### config.mk
export PLATFORM = sky130hd
export DESIGN_NAME = wb_mem_arbiter
export DESIGN_NICKNAME = d
export VERILOG_FILES = /design/src/rtl/wb_arb_pkg.sv /design/src/rtl/wb_arb_timeout.sv /design/src/rtl/wb_mem_arbiter.sv
export SDC_FILE = /design/constraint.sdc
export NUM_CORES = 1
export LEC_CHECK = 0
export ABC_CLOCK_PERIOD_IN_PS = 3730
export CAP_MARGIN = 10
export CORE_AREA = 2 2 124 126
export CTS_CLUSTER_SIZE = 12
export DETAILED_ROUTE_END_ITERATION = 8
export DIE_AREA = 0 0 126 128
export PLACE_DENSITY = 0.62
export SKIP_CTS_REPAIR_TIMING = 1
export SYNTH_ARGS = -nofsm -noshare
export SYNTH_HDL_FRONTEND = slang
export SYNTH_SLANG_ARGS = --single-unit
### constraint.sdc
create_clock -name wb_clk_i -period 3.73 [get_ports wb_clk_i]
set_input_delay 0.5595 -clock wb_clk_i [delete_from_list [all_inputs] [get_ports wb_clk_i]]
set_output_delay 0.5595 -clock wb_clk_i [all_outputs]
set_load 0.01 [all_outputs]
### src/rtl/wb_arb_pkg.sv
`default_nettype none
// ============================================================================
//  Module      : wb_arb_pkg
//  Description : Shared constants for the two-master Wishbone memory arbiter:
//                FSM state encodings and wait-counter width.
//  Revision    : 1.0 - initial release
// ============================================================================
package wb_arb_pkg;

    // Width of the slave-ack wait counter (TIMEOUT must fit in it)
    localparam int unsigned c_WAIT_CNT_W = 8;

    typedef logic [c_WAIT_CNT_W-1:0] wait_cnt_t;

    // Arbiter FSM state encodings
    localparam logic [1:0] c_IDLE = 2'd0;
    localparam logic [1:0] c_GNT0 = 2'd1;
    localparam logic [1:0] c_GNT1 = 2'd2;

endpackage : wb_arb_pkg
`default_nettype wire

### src/rtl/wb_arb_timeout.sv
`default_nettype none
// ============================================================================
//  Module      : wb_arb_timeout
//  Description : Counts cycles a granted strobe waits for slave ack and
//                raises a one-cycle error pulse when the wait hits TIMEOUT.
//                An ack in the same cycle as the limit suppresses the error.
//  Revision    : 1.0 - initial release
// ============================================================================
module wb_arb_timeout
    import wb_arb_pkg::*;
#(
    parameter int unsigned TIMEOUT = 16
) (
    input  logic clk,
    input  logic rst_n,
    input  logic i_idle,     // arbiter has no grant
    input  logic i_active,   // granted master has cyc & stb high
    input  logic i_ack,      // slave ack
    output logic o_err       // timeout pulse for the granted master
);

    localparam wait_cnt_t c_TIMEOUT = wait_cnt_t'(TIMEOUT);

    wait_cnt_t r_count;
    logic      w_hit;

    // Limit reached on a live strobe with no ack arriving this cycle
    assign w_hit = i_active && (r_count == c_TIMEOUT) && !i_ack;
    assign o_err = w_hit;

    // Wait counter: restarts on idle, ack, dropped strobe or a fired timeout
    always_ff @(posedge clk or negedge rst_n) begin
        if (!rst_n) begin
            r_count <= '0;
        end else if (i_idle || i_ack || !i_active || w_hit) begin
            r_count <= '0;
        end else begin
            r_count <= r_count + 1'b1;
        end
    end

endmodule : wb_arb_timeout
`default_nettype wire

### src/rtl/wb_mem_arbiter.sv
`default_nettype none
// ============================================================================
//  Module      : wb_mem_arbiter
//  Description : Round-robin arbiter giving two Wishbone masters access to one
//                shared memory slave. Grant is held for the whole cyc_i
//                assertion; slave-side signals are a combinational mux of the
//                granted master. A stalled strobe is errored after TIMEOUT.
//  Revision    : 1.0 - initial release
// ============================================================================
module wb_mem_arbiter
    import wb_arb_pkg::*;
#(
    parameter int unsigned TIMEOUT = 16
) (
    input  logic        wb_clk_i,
    input  logic        wb_rstn_i,
    // master 0
    input  logic        m0_cyc_i,
    input  logic        m0_stb_i,
    input  logic        m0_we_i,
    input  logic [31:0] m0_adr_i,
    input  logic [31:0] m0_dat_i,
    input  logic [3:0]  m0_sel_i,
    output logic        m0_ack_o,
    output logic        m0_err_o,
    output logic [31:0] m0_dat_o,
    // master 1
    input  logic        m1_cyc_i,
    input  logic        m1_stb_i,
    input  logic        m1_we_i,
    input  logic [31:0] m1_adr_i,
    input  logic [31:0] m1_dat_i,
    input  logic [3:0]  m1_sel_i,
    output logic        m1_ack_o,
    output logic        m1_err_o,
    output logic [31:0] m1_dat_o,
    // shared slave
    output logic        s_cyc_o,
    output logic        s_stb_o,
    output logic        s_we_o,
    output logic [31:0] s_adr_o,
    output logic [31:0] s_dat_o,
    output logic [3:0]  s_sel_o,
    input  logic        s_ack_i,
    input  logic [31:0] s_dat_i
);

    logic [1:0] r_state;
    logic [1:0] w_next_state;
    logic       r_last_grant;     // 0: master 0 last granted, 1: master 1
    logic       w_next_last_grant;
    logic       w_gnt0;
    logic       w_gnt1;
    logic       w_active;
    logic       w_timeout_err;

    assign w_gnt0 = (r_state == c_GNT0);
    assign w_gnt1 = (r_state == c_GNT1);

    // Granted master is presenting a live strobe this cycle
    assign w_active = (w_gnt0 && m0_cyc_i && m0_stb_i) ||
                      (w_gnt1 && m1_cyc_i && m1_stb_i);

    wb_arb_timeout #(
        .TIMEOUT (TIMEOUT)
    ) u_timeout (
        .clk      (wb_clk_i),
        .rst_n    (wb_rstn_i),
        .i_idle   (r_state == c_IDLE),
        .i_active (w_active),
        .i_ack    (s_ack_i),
        .o_err    (w_timeout_err)
    );

    // Next grant: round-robin on contention, hold until owner drops cyc
    always_comb begin
        w_next_state      = r_state;
        w_next_last_grant = r_last_grant;
        case (r_state)
            c_IDLE: begin
                if (m0_cyc_i && m1_cyc_i) begin
                    if (r_last_grant) begin
                        w_next_state      = c_GNT0;
                        w_next_last_grant = 1'b0;
                    end else begin
                        w_next_state      = c_GNT1;
                        w_next_last_grant = 1'b1;
                    end
                end else if (m0_cyc_i) begin
                    w_next_state      = c_GNT0;
                    w_next_last_grant = 1'b0;
                end else if (m1_cyc_i) begin
                    w_next_state      = c_GNT1;
                    w_next_last_grant = 1'b1;
                end
            end
            c_GNT0: begin
                if (!m0_cyc_i) begin
                    w_next_state = c_IDLE;
                end
            end
            c_GNT1: begin
                if (!m1_cyc_i) begin
                    w_next_state = c_IDLE;
                end
            end
            default: begin
                w_next_state = c_IDLE;
            end
        endcase
    end

    // State and round-robin history; reset favours master 0 first
    always_ff @(posedge wb_clk_i or negedge wb_rstn_i) begin
        if (!wb_rstn_i) begin
            r_state      <= c_IDLE;
            r_last_grant <= 1'b1;
        end else begin
            r_state      <= w_next_state;
            r_last_grant <= w_next_last_grant;
        end
    end

    // Slave-side mux and per-master ack/err routing
    always_comb begin
        s_cyc_o  = 1'b0;
        s_stb_o  = 1'b0;
        s_we_o   = 1'b0;
        s_adr_o  = '0;
        s_dat_o  = '0;
        s_sel_o  = '0;
        m0_ack_o = 1'b0;
        m0_err_o = 1'b0;
        m1_ack_o = 1'b0;
        m1_err_o = 1'b0;
        if (w_gnt0) begin
            s_cyc_o  = m0_cyc_i;
            s_stb_o  = m0_stb_i && !w_timeout_err;
            s_we_o   = m0_we_i;
            s_adr_o  = m0_adr_i;
            s_dat_o  = m0_dat_i;
            s_sel_o  = m0_sel_i;
            m0_ack_o = s_ack_i;
            m0_err_o = w_timeout_err;
        end else if (w_gnt1) begin
            s_cyc_o  = m1_cyc_i;
            s_stb_o  = m1_stb_i && !w_timeout_err;
            s_we_o   = m1_we_i;
            s_adr_o  = m1_adr_i;
            s_dat_o  = m1_dat_i;
            s_sel_o  = m1_sel_i;
            m1_ack_o = s_ack_i;
            m1_err_o = w_timeout_err;
        end
    end

    // Read data is a shared bus; each master qualifies it with its own ack
    assign m0_dat_o = s_dat_i;
    assign m1_dat_o = s_dat_i;

endmodule : wb_mem_arbiter
`default_nettype wire

==> results.toml <==
[cts]
htreeDepth = 1
clkSinkCount = 11
cts_root_buffer = "clkbuf_16"
cts.clk_slew.worst_paths_ps = 40
insertion_delay_ps = 240
cts_tree = "built"
cts_buffers = 3
clock_path_buffers = 2

[logic_synthesis]
async_flop_share_pct = 100
synthTopCellsByArea = "a22o_1 33%, buf_4 26%, dfrtp_1 14%, buf_2 4.1%, dfstp_2 1.4%"
synth_cell_types = 36
synth_edf_count = 0
synth_area_leader_cell = "a22o_1"
ys.flop_type = "dfrtp_1"
yosysTopAreaCellShare_pct = 32.7
synth_cells = 217
synthTopCellsByCount = "69 x a22o_1, 64 x buf_4, 15 x buf_2, 10 x dfrtp_1, 6 x nor2_1"
synth_warnings = 0
ys_seq_area_share_pct = 14.9
syn_area_sq_um = 1850
avgSynthCellArea_sq_um = 8.53
synth_seq_cells = 11
syn_nets = 396
yosysMostFrequentCell = "a22o_1"

[worst_hold_path]
hold_depth = 1
min_path_type = "reg2reg"
holdPathEnd = "u_timeout.r_count[0]$_DFF_PN0_"
hold_start = "u_timeout.r_count[0]$_DFF_PN0_"

[sta]
timing.final.crit_share_pct = 82.7
rsz0062_at_grt = "no"
drv_slew = 0
period_minus_slack_ps = 3080
hold_ws_ps = 485
timing.final.ws_setup_ps = 646
fmax_ghz = 0.324
setup_viol_count_final = 0
max_slew_margin_pct = 66.6
fin_setup_tns_ps = 0
worst_pin_slew_ps = 499
fin_worst_skew_ps = 4.35
finalHoldViolCount = 0

[grt]
grt.total_usage_pct = 10.2
antenna_found_initial = 0
grt_pass1_vias = 2196
grt_pass1_wl_um = 13000
grt_max_degree = 52
globalRoute.totalOverflow = 0

[routing]
drt_iter0_drc = 60
met1_length_um = 3500
ant_nets = 0
post_drt_via_cell_ratio = 4.07
route.met2.wl_um = 4750
drc = 0
wl_met3_um = 702
wirelength_um = 9060
firstDrtPassIters = 4
highest_layer = "met4"
vias = 2228
wire_per_inst_um = 16.5

[worst_setup_path]
cpLargestDelayFamily = "buffers and inverters"
crit_buf_inv = 2
r2r_start = "u_timeout.r_count[0]$_DFF_PN0_"
reg2reg_to = "u_timeout.r_count[2]$_DFF_PN0_"
reg2reg_slack_ps = 2250
cp-end-kind = "primary output"
slowest_delay_ps = 570
slowest_stage = "and2b_2"
cp.required_ps = 3170
cp-start-kind = "flip-flop"
crit_type = "reg2out"
worst-path-max-fanout = 51
ff2ff_path_depth = 5
cp_cell_sequence = "and2b_2, buf_12, a22o_1, clkdlybuf4s50_1"
crit_arrival_ps = 2520

[layout]
fillCellCount = 1579
area_delta_synth_final_pct = 106
fin_cells = 548
nets = 540
drive_gt1_share_pct = 4.44
finish.utilization_pct = 25.7
n_antenna_cell = 0
final_cell_area_sq_um = 3820

[floorplanning]
die_width_um = 126
die_h_um = 128
dieArea_sq_um = 16100
io_pins = 316
start_util_pct = 12.4
rows = 45
core_area_sq_um = 14900

[placement]
gp_congestion = 0.846
io_buffer_count = 219
post-place-cells = 544
dpl_worst_slack_ps = 644
dpl.hpwl_um = 7590
placed_area_sq_um = 3740

[power_and_ir_drop]
power.static_leakage_nw = 1.41
p_per_area_nw_per_um2 = 317
p_total_mw = 1.21
ir_drop_uv = 156

[status]
status = "finished, final reports clean"

[run]
cap_violations = 0
flip-flops by register name, indices dropped and copies added (netlist names):
register           flops
r_last_grant           1
r_state                2
u_timeout.r_count      8
cell usage in the layout, fill, tap and decap left out:
master	instances
nand4_1	1
nor3b_1	2
nand2b_1	1
o211ai_1	1
a221o_2	1
and2_1	2
and4b_2	2
buf_12	2
nor2_1	6
nand3b_1	1
a31oi_1	1
nand3_1	3
nand2_1	4
and2b_1	1
mux2i_1	1
nand4b_1	1
xor2_1	2
o21bai_1	1
clkinv_2	1
nand4b_4	1
inv_1	3
and2b_2	2
nor4b_1	2
a21oi_2	3
dfstp_2	1
a21boi_0	1
o21a_1	1
a22o_1	69
ha_1	2
clkbuf_16	3
or3_1	3
a21oi_1	2
clkdlybuf4s50_1	219
xnor2_1	1
o21ai_0	3
dfrtp_1	10
cells by family (layout without fill, tap and decap cells):
logic type / count (synthesis) / in the layout / synth area share, %
adders and majority gates: 2 / 2 / 1.35
muxes: 1 / 1 / 0.541
AOI/OAI and AO/OA: 83 / 83 / 38.0
buffers and inverters: 85 / 228 / 32.0
DFF: 11 / 11 / 14.9
xor gates and xnor gates: 3 / 3 / 1.42
and+or+nand+nor: 32 / 32 / 11.7
how the worst max path moves through the flow:
stage / cells past startpoint / slack (ps) / endpoint / start
floorplan: 3 / 1740 / m0_err_o / s_ack_i
global placement: 5 / 800 / m0_err_o / s_ack_i
detailed placement: 5 / 640 / m0_err_o / s_ack_i
CTS: 5 / 640 / m0_err_o / s_ack_i
global route: 5 / 540 / m0_err_o / s_ack_i
finish: 4 / 650 / s_adr_o[31] / r_state[1]$_DFFE_PN0P_
worst register-to-register path: stages (launching register included):
cell and delay [ps]:
dfrtp_1 400, inv_1 70, ha_1 130, nor4b_1 350, a221o_2 340, nor2_1 70
power by group:
group	total (mW)	leakage (nW)	internal, mW	switching [mW]
logic	0.861	1.22	0.523	0.338
clock network	0.196	0.0409	0.142	0.0541
registers	0.153	0.148	0.134	0.0195
per-layer routing:
metal  up-vias  track usage, %
met1      1031            12.0
met4         0            1.87
met2       145            19.1
met5         -               0
met3        15            2.25
li1       1037               -
final cells by class:
cell class | count | area, sq um | area share (%)
timing repair buffer | 221 | 2230 | 58.5
multi-input combinational | 121 | 981 | 25.7
sequential | 11 | 277 | 7.25
tap | 188 | 235 | 6.16
clock buffer | 3 | 75.1 | 1.97
inverter | 3 | 11.3 | 0.295
clock inverter | 1 | 5.00 | 0.131
Note: power is estimated with default switching activity, not from simulation.
